<file path="src/rtl/rst_sync_seq_if.sv">
// Reset sequencer bus: soft-reset request in, sequenced resets and ready out.
// Latency: n/a (signal bundle only).
// Backpressure: none; all signals are plain levels.
interface rst_sync_seq_if #(
    parameter int NUM_CH = 3
);
    logic              SW_RST;    // soft-reset request, active high, clk domain
    logic [NUM_CH-1:0] SYNC_RST;  // sequenced resets, active low, bit k -> sub-block k
    logic              READY;     // every SYNC_RST bit released

    // master: the controller that requests soft resets and watches progress
    modport master (output SW_RST, input SYNC_RST, input READY);
    // slave: the reset sequencer itself
    modport slave  (input SW_RST, output SYNC_RST, output READY);
endinterface

</file>
<file path="src/rtl/rst_sync_seq.sv">
// Reset synchroniser/sequencer: async assert, sync staggered release of NUM_CH resets.
// Latency: first release NUM_STAGES+MIN_ASSERT edges after RST rises, then one per STAGGER.
// Backpressure: none; SW_RST is a level that holds every output asserted while high.
//
// Ports: clk (domain clock), RST (async active-low chip reset),
//        bus.SW_RST (in), bus.SYNC_RST[NUM_CH] (out), bus.READY (out).
module rst_sync_seq #(
    parameter int NUM_STAGES = 2,
    parameter int NUM_CH     = 3,
    parameter int MIN_ASSERT = 4,
    parameter int STAGGER    = 2,
    parameter int ORDER      = 0
) (
    input  logic          clk,
    input  logic          RST,
    rst_sync_seq_if.slave bus
);
    localparam int CNT_MAX = (MIN_ASSERT > STAGGER) ? MIN_ASSERT : STAGGER;
    localparam int CW      = $clog2(CNT_MAX + 1);
    localparam logic [CW-1:0] HOLD_LAST = CW'(MIN_ASSERT - 1);
    localparam logic [CW-1:0] STAG_LAST = CW'(STAGGER - 1);

    typedef enum logic [1:0] {
        HOLD    = 2'd0,
        RELEASE = 2'd1,
        RUN     = 2'd2
    } state_t;

    state_t                state;
    logic [NUM_STAGES-1:0] sync_q;
    logic [CW-1:0]         cnt;
    logic [NUM_CH-1:0]     sync_rst_q;
    logic                  ready_q;
    logic [NUM_CH-1:0]     next_mask;
    logic                  rst_ok;

    assign rst_ok       = sync_q[NUM_STAGES-1];
    assign bus.SYNC_RST = sync_rst_q;
    assign bus.READY    = ready_q;

    // Released channels form a contiguous run growing from the first channel in
    // release order, so the next release pattern is a one-step shift-in of a 1.
    // From all zeros this yields just the first channel.
    always_comb begin
        next_mask = sync_rst_q;
        if (ORDER == 0) begin
            next_mask[0] = 1'b1;
            for (int k = 1; k < NUM_CH; k++) next_mask[k] = sync_rst_q[k-1];
        end else begin
            next_mask[NUM_CH-1] = 1'b1;
            for (int k = 0; k < NUM_CH - 1; k++) next_mask[k] = sync_rst_q[k+1];
        end
    end

    always_ff @(posedge clk or negedge RST) begin
        if (!RST) begin
            sync_q     <= '0;
            state      <= HOLD;
            cnt        <= '0;
            sync_rst_q <= '0;
            ready_q    <= 1'b0;
        end else begin
            sync_q <= {sync_q[NUM_STAGES-2:0], 1'b1};
            case (state)
                HOLD: begin
                    // Any edge without a clean reset release restarts the hold time.
                    if (!rst_ok || bus.SW_RST) begin
                        cnt <= '0;
                    end else if (cnt == HOLD_LAST) begin
                        cnt        <= '0;
                        sync_rst_q <= next_mask;
                        if (&next_mask) begin
                            ready_q <= 1'b1;
                            state   <= RUN;
                        end else begin
                            state   <= RELEASE;
                        end
                    end else begin
                        cnt <= cnt + 1'b1;
                    end
                end
                RELEASE: begin
                    // Soft reset wins over a release due on the same edge.
                    if (bus.SW_RST) begin
                        cnt        <= '0;
                        sync_rst_q <= '0;
                        ready_q    <= 1'b0;
                        state      <= HOLD;
                    end else if (cnt == STAG_LAST) begin
                        cnt        <= '0;
                        sync_rst_q <= next_mask;
                        if (&next_mask) begin
                            ready_q <= 1'b1;
                            state   <= RUN;
                        end
                    end else begin
                        cnt <= cnt + 1'b1;
                    end
                end
                RUN: begin
                    if (bus.SW_RST) begin
                        cnt        <= '0;
                        sync_rst_q <= '0;
                        ready_q    <= 1'b0;
                        state      <= HOLD;
                    end
                end
                default: begin
                    cnt        <= '0;
                    sync_rst_q <= '0;
                    ready_q    <= 1'b0;
                    state      <= HOLD;
                end
            endcase
        end
    end
endmodule

</file>
<file path="src/flat_wrapper.sv">
// flat-port wrapper written by rule: the top's interface ports become plain ports
module rst_sync_seq_flat 
#(
    parameter int NUM_STAGES = 2,
    parameter int NUM_CH     = 3,
    parameter int MIN_ASSERT = 4,
    parameter int STAGGER    = 2,
    parameter int ORDER      = 0
)
  (clk, RST, bus_SW_RST, bus_SYNC_RST, bus_READY);
  rst_sync_seq_if #(.NUM_CH(NUM_CH)) bus_i ();
  input  logic clk;
  input  logic RST;
  input wire logic [$bits(bus_i.SW_RST)-1:0] bus_SW_RST;
  output wire logic [$bits(bus_i.SYNC_RST)-1:0] bus_SYNC_RST;
  output wire logic [$bits(bus_i.READY)-1:0] bus_READY;
  assign bus_i.SW_RST = bus_SW_RST;
  assign bus_SYNC_RST = bus_i.SYNC_RST;
  assign bus_READY = bus_i.READY;
  rst_sync_seq #(.NUM_STAGES(NUM_STAGES), .NUM_CH(NUM_CH), .MIN_ASSERT(MIN_ASSERT), .STAGGER(STAGGER), .ORDER(ORDER)) u_core (.clk(clk), .RST(RST), .bus(bus_i));
endmodule
</file>
<file path="config.mk">
export PLATFORM = sky130hd
export DESIGN_NAME = rst_sync_seq_flat
export DESIGN_NICKNAME = d
export VERILOG_FILES = /design/src/rtl/rst_sync_seq_if.sv /design/src/rtl/rst_sync_seq.sv /design/src/flat_wrapper.sv
export SDC_FILE = /design/constraint.sdc
export NUM_CORES = 1
export LEC_CHECK = 0
export CAP_MARGIN = 20
export CORE_AREA = 4 4 41 43
export DETAILED_ROUTE_END_ITERATION = 6
export DIE_AREA = 0 0 45 47
export PLACE_DENSITY = 0.63
export SETUP_SLACK_MARGIN = 0.5
export SLEW_MARGIN = 20
export SYNTH_ARGS = -nofsm -noshare
export SYNTH_HDL_FRONTEND = slang
export SYNTH_SLANG_ARGS = --single-unit
</file>
<file path="constraint.sdc">
create_clock -name clk -period 2.2 [get_ports clk]
set_clock_uncertainty 0.15 [all_clocks]
set_input_delay 0.44 -clock clk [delete_from_list [all_inputs] [get_ports clk]]
set_output_delay 0.44 -clock clk [all_outputs]
set_load 0.01 [all_outputs]
</file>
==> out/qor.txt <==
Clk Latency, worst-skew pair = 0.26 ns
root buffer cell = clkbuf_4
Critical Path RT = 2.24 ns
Setup-failing EPs final = 0
Worst Tran Pin Value = 0.509 ns
H-tree depth = 1
post-synthesis xor/xnor area fraction = 0%
Net Count, Synth = 61
RSZ-0062 raised after global routing = false
initial antenna violation count = 0
DP HPWL = 798 um
P&R area growth vs syn = 21.6%
compound-cell area share of the yosys netlist = 18.6%
share of cells above drive strength 1 = 17.2%
Post-Synth Simple-Gate Area = 17.1%
remaining antenna violation count = 0
largest net degree at the start of global routing = 12
Syn Area/Cell = 10.8 sq um
kind of critical path = reg -> reg
gr ovfl total = 0
first-pass GRT wire length = 1930 um
outcome = completed
max-slew violations = 0
mux cell area share after synthesis = 3.43%
Final nets = 72
row count = 13
Final Cycle Share = 73.8%
top_reg_cell synth = dfrtp_1
Post-synth ARST share = 100%
drt wl/cell = 13.9 um
TritonRoute pass-1 iters = 2
Ant. Diodes = 0
mapped cell area = 584 sq um
adder-cell share of the synthesized area = 8.57%
Synth area leaders = dfrtp_1 (47%), ha_1 (8.6%), inv_1 (4.5%)
CP endpoint kind = flop
max-cap violations = 0
sequential element share of the synthesized area = 47.1%
clk buf depth = 2
Starting Density = 44.9%
CP Launch Type = flop
Fin. Hold Viols = 0
Power per Cell Area = 924 mW/mm^2
DP Area = 663 sq um
distinct cell type count after synthesis = 22
vias in the first global route = 430
port bufs = 6
most frequent cells in the layout = dfrtp_1 (11), inv_1 (7), nand2_1 (5), dlygate4sd2_1 (5), a21oi_1 (4)
largest family of logic cells by synthesized area = compound AO/OA/AOI/OAI gates
CTS Buf Count = 3
HP Class = reg -> reg
Setup TNS = 0 ns
worst vdd ir = 0.000404 V
Cells after Synth = 54
Syn. warnings = 0
TritonCTS clock tree = yes
PnR Total Power = 0.656 mW
I/O pins = 7
Avg Vias per Cell = 5.22
setup bufs post-CTS = 0
core area = 0.00130 sq mm
chip width = 45 um
fin area = 711 sq um
Rel. slew slack = 65.9%
clock net sink count = 11
P_leak = 0.334 nW
gpl congestion = 0.797
Residual DRC = 0
minimum clock period after layout = 1.62 ns
f_max = 616 MHz
DRT Wirelength = 1100 um
Reg clk slew, reported paths = 0.07 ns
Yosys top cell by area = dfrtp_1
Total GRT Usage = 13.0%
drt initial violations = 3
fin util = 54.6%
number of synthesized flops with an enable pin = 0
post-synth top area share = 47.1%
Worst EP arrival = 1.66 ns
CP max FO = 3
Die ar. = 0.00212 sq mm
Die Ht = 47 um
Yosys reg bits = 11
leading cell type in the layout, fill and taps excluded = dfrtp_1
routed vias = 412
[metrics by stage]
stage / hold slack [ns] / std cells / setup WS (ns)
final: 0.201 / 79 / 0.577
after global routing: 0.213 / 79 / 0.503
after CTS: 0.203 / 79 / 0.533
after detailed placement: 0.186 / 75 / 0.124
after global placement: 0.182 / 75 / 0.161
after floorplan: -0.00559 / 54 / 0.613
[metal layers]
layer  vias up  track usage (%)  wire, um
met1       199             18.8       545
li1        208                -         -
met2         3             18.4       519
met4         0             7.02        12
met3         2             2.30        24
met5         -                0         0
[final cells by class]
class / instances / area [sq um]
Clock buffer: 4 / 26.3
Fill cell: 116 / 591
Inverter: 7 / 26.3
Multi-Input combinational cell: 36 / 310
Sequential cell: 11 / 275
Tap cell: 15 / 18.8
Timing Repair Buffer: 6 / 53.8
[path summary, 6_finish.rpt]
path	startpoint	endpoint	slack, ns	cells after the start
setup reg to reg	u_core.cnt[1]	u_core.bus.SYNC_RST[2]	0.58	5
max in group asynchronous	RST	u_core.state[1]	1.20	1
hold reg to reg	u_core.sync_q[0]	u_core.sync_q[1]	0.20	0
hold / removal	u_core.sync_q[0]	u_core.sync_q[1]	0.20	0
setup / recovery	u_core.cnt[1]	u_core.bus.SYNC_RST[2]	0.58	5
min in group asynchronous	RST	u_core.cnt[0]	0.36	1
[power breakdown]
group	internal, mW	leakage (nW)	switching (mW)
clock network	0.0700	0.0150	0.0671
logic	0.101	0.180	0.114
registers	0.255	0.138	0.0489
total	0.426	0.334	0.230
[flip-flops by register name, summed over array words and instances (netlist names)]
name and cells:
u_core.bus.READY 1, u_core.sync_q 2, u_core.state 2, u_core.bus.SYNC_RST 3, u_core.cnt 3
[critical path, stage by stage (launching register included)]
cell and delay [ns]:
dfrtp_1 0.40, ha_2 0.21, ha_4 0.17, and4bb_2 0.24
o2bb2ai_4 0.18, mux2i_1 0.20
[logic make-up after synthesis]
kind of cell    after synthesis
simple gates                 16
compound gates               13
buf+inv                       7
flops                        11
mux                           2
other cells                   1
fa+ha+maj                     4
[cell usage after synthesis (2+ instances only)]
library cell	instances
or2_1	3
dfrtp_1	11
a21oi_1	4
nor2_1	2
nor3b_1	2
a22oi_1	2
nand2_1	5
inv_1	7
ha_1	4
mux2i_1	2
[repair_timing]
item | CTS | global route
gates resized for setup | 6 | 3
hold buffers | 0 | 0
setup endpoints to repair | 9 | 4
gates cloned | 0 | 0
pin swaps | 0 | 2
endpoints found under the hold margin | 0 | 0
No activity file was read; power rests on OpenSTA's default activity.
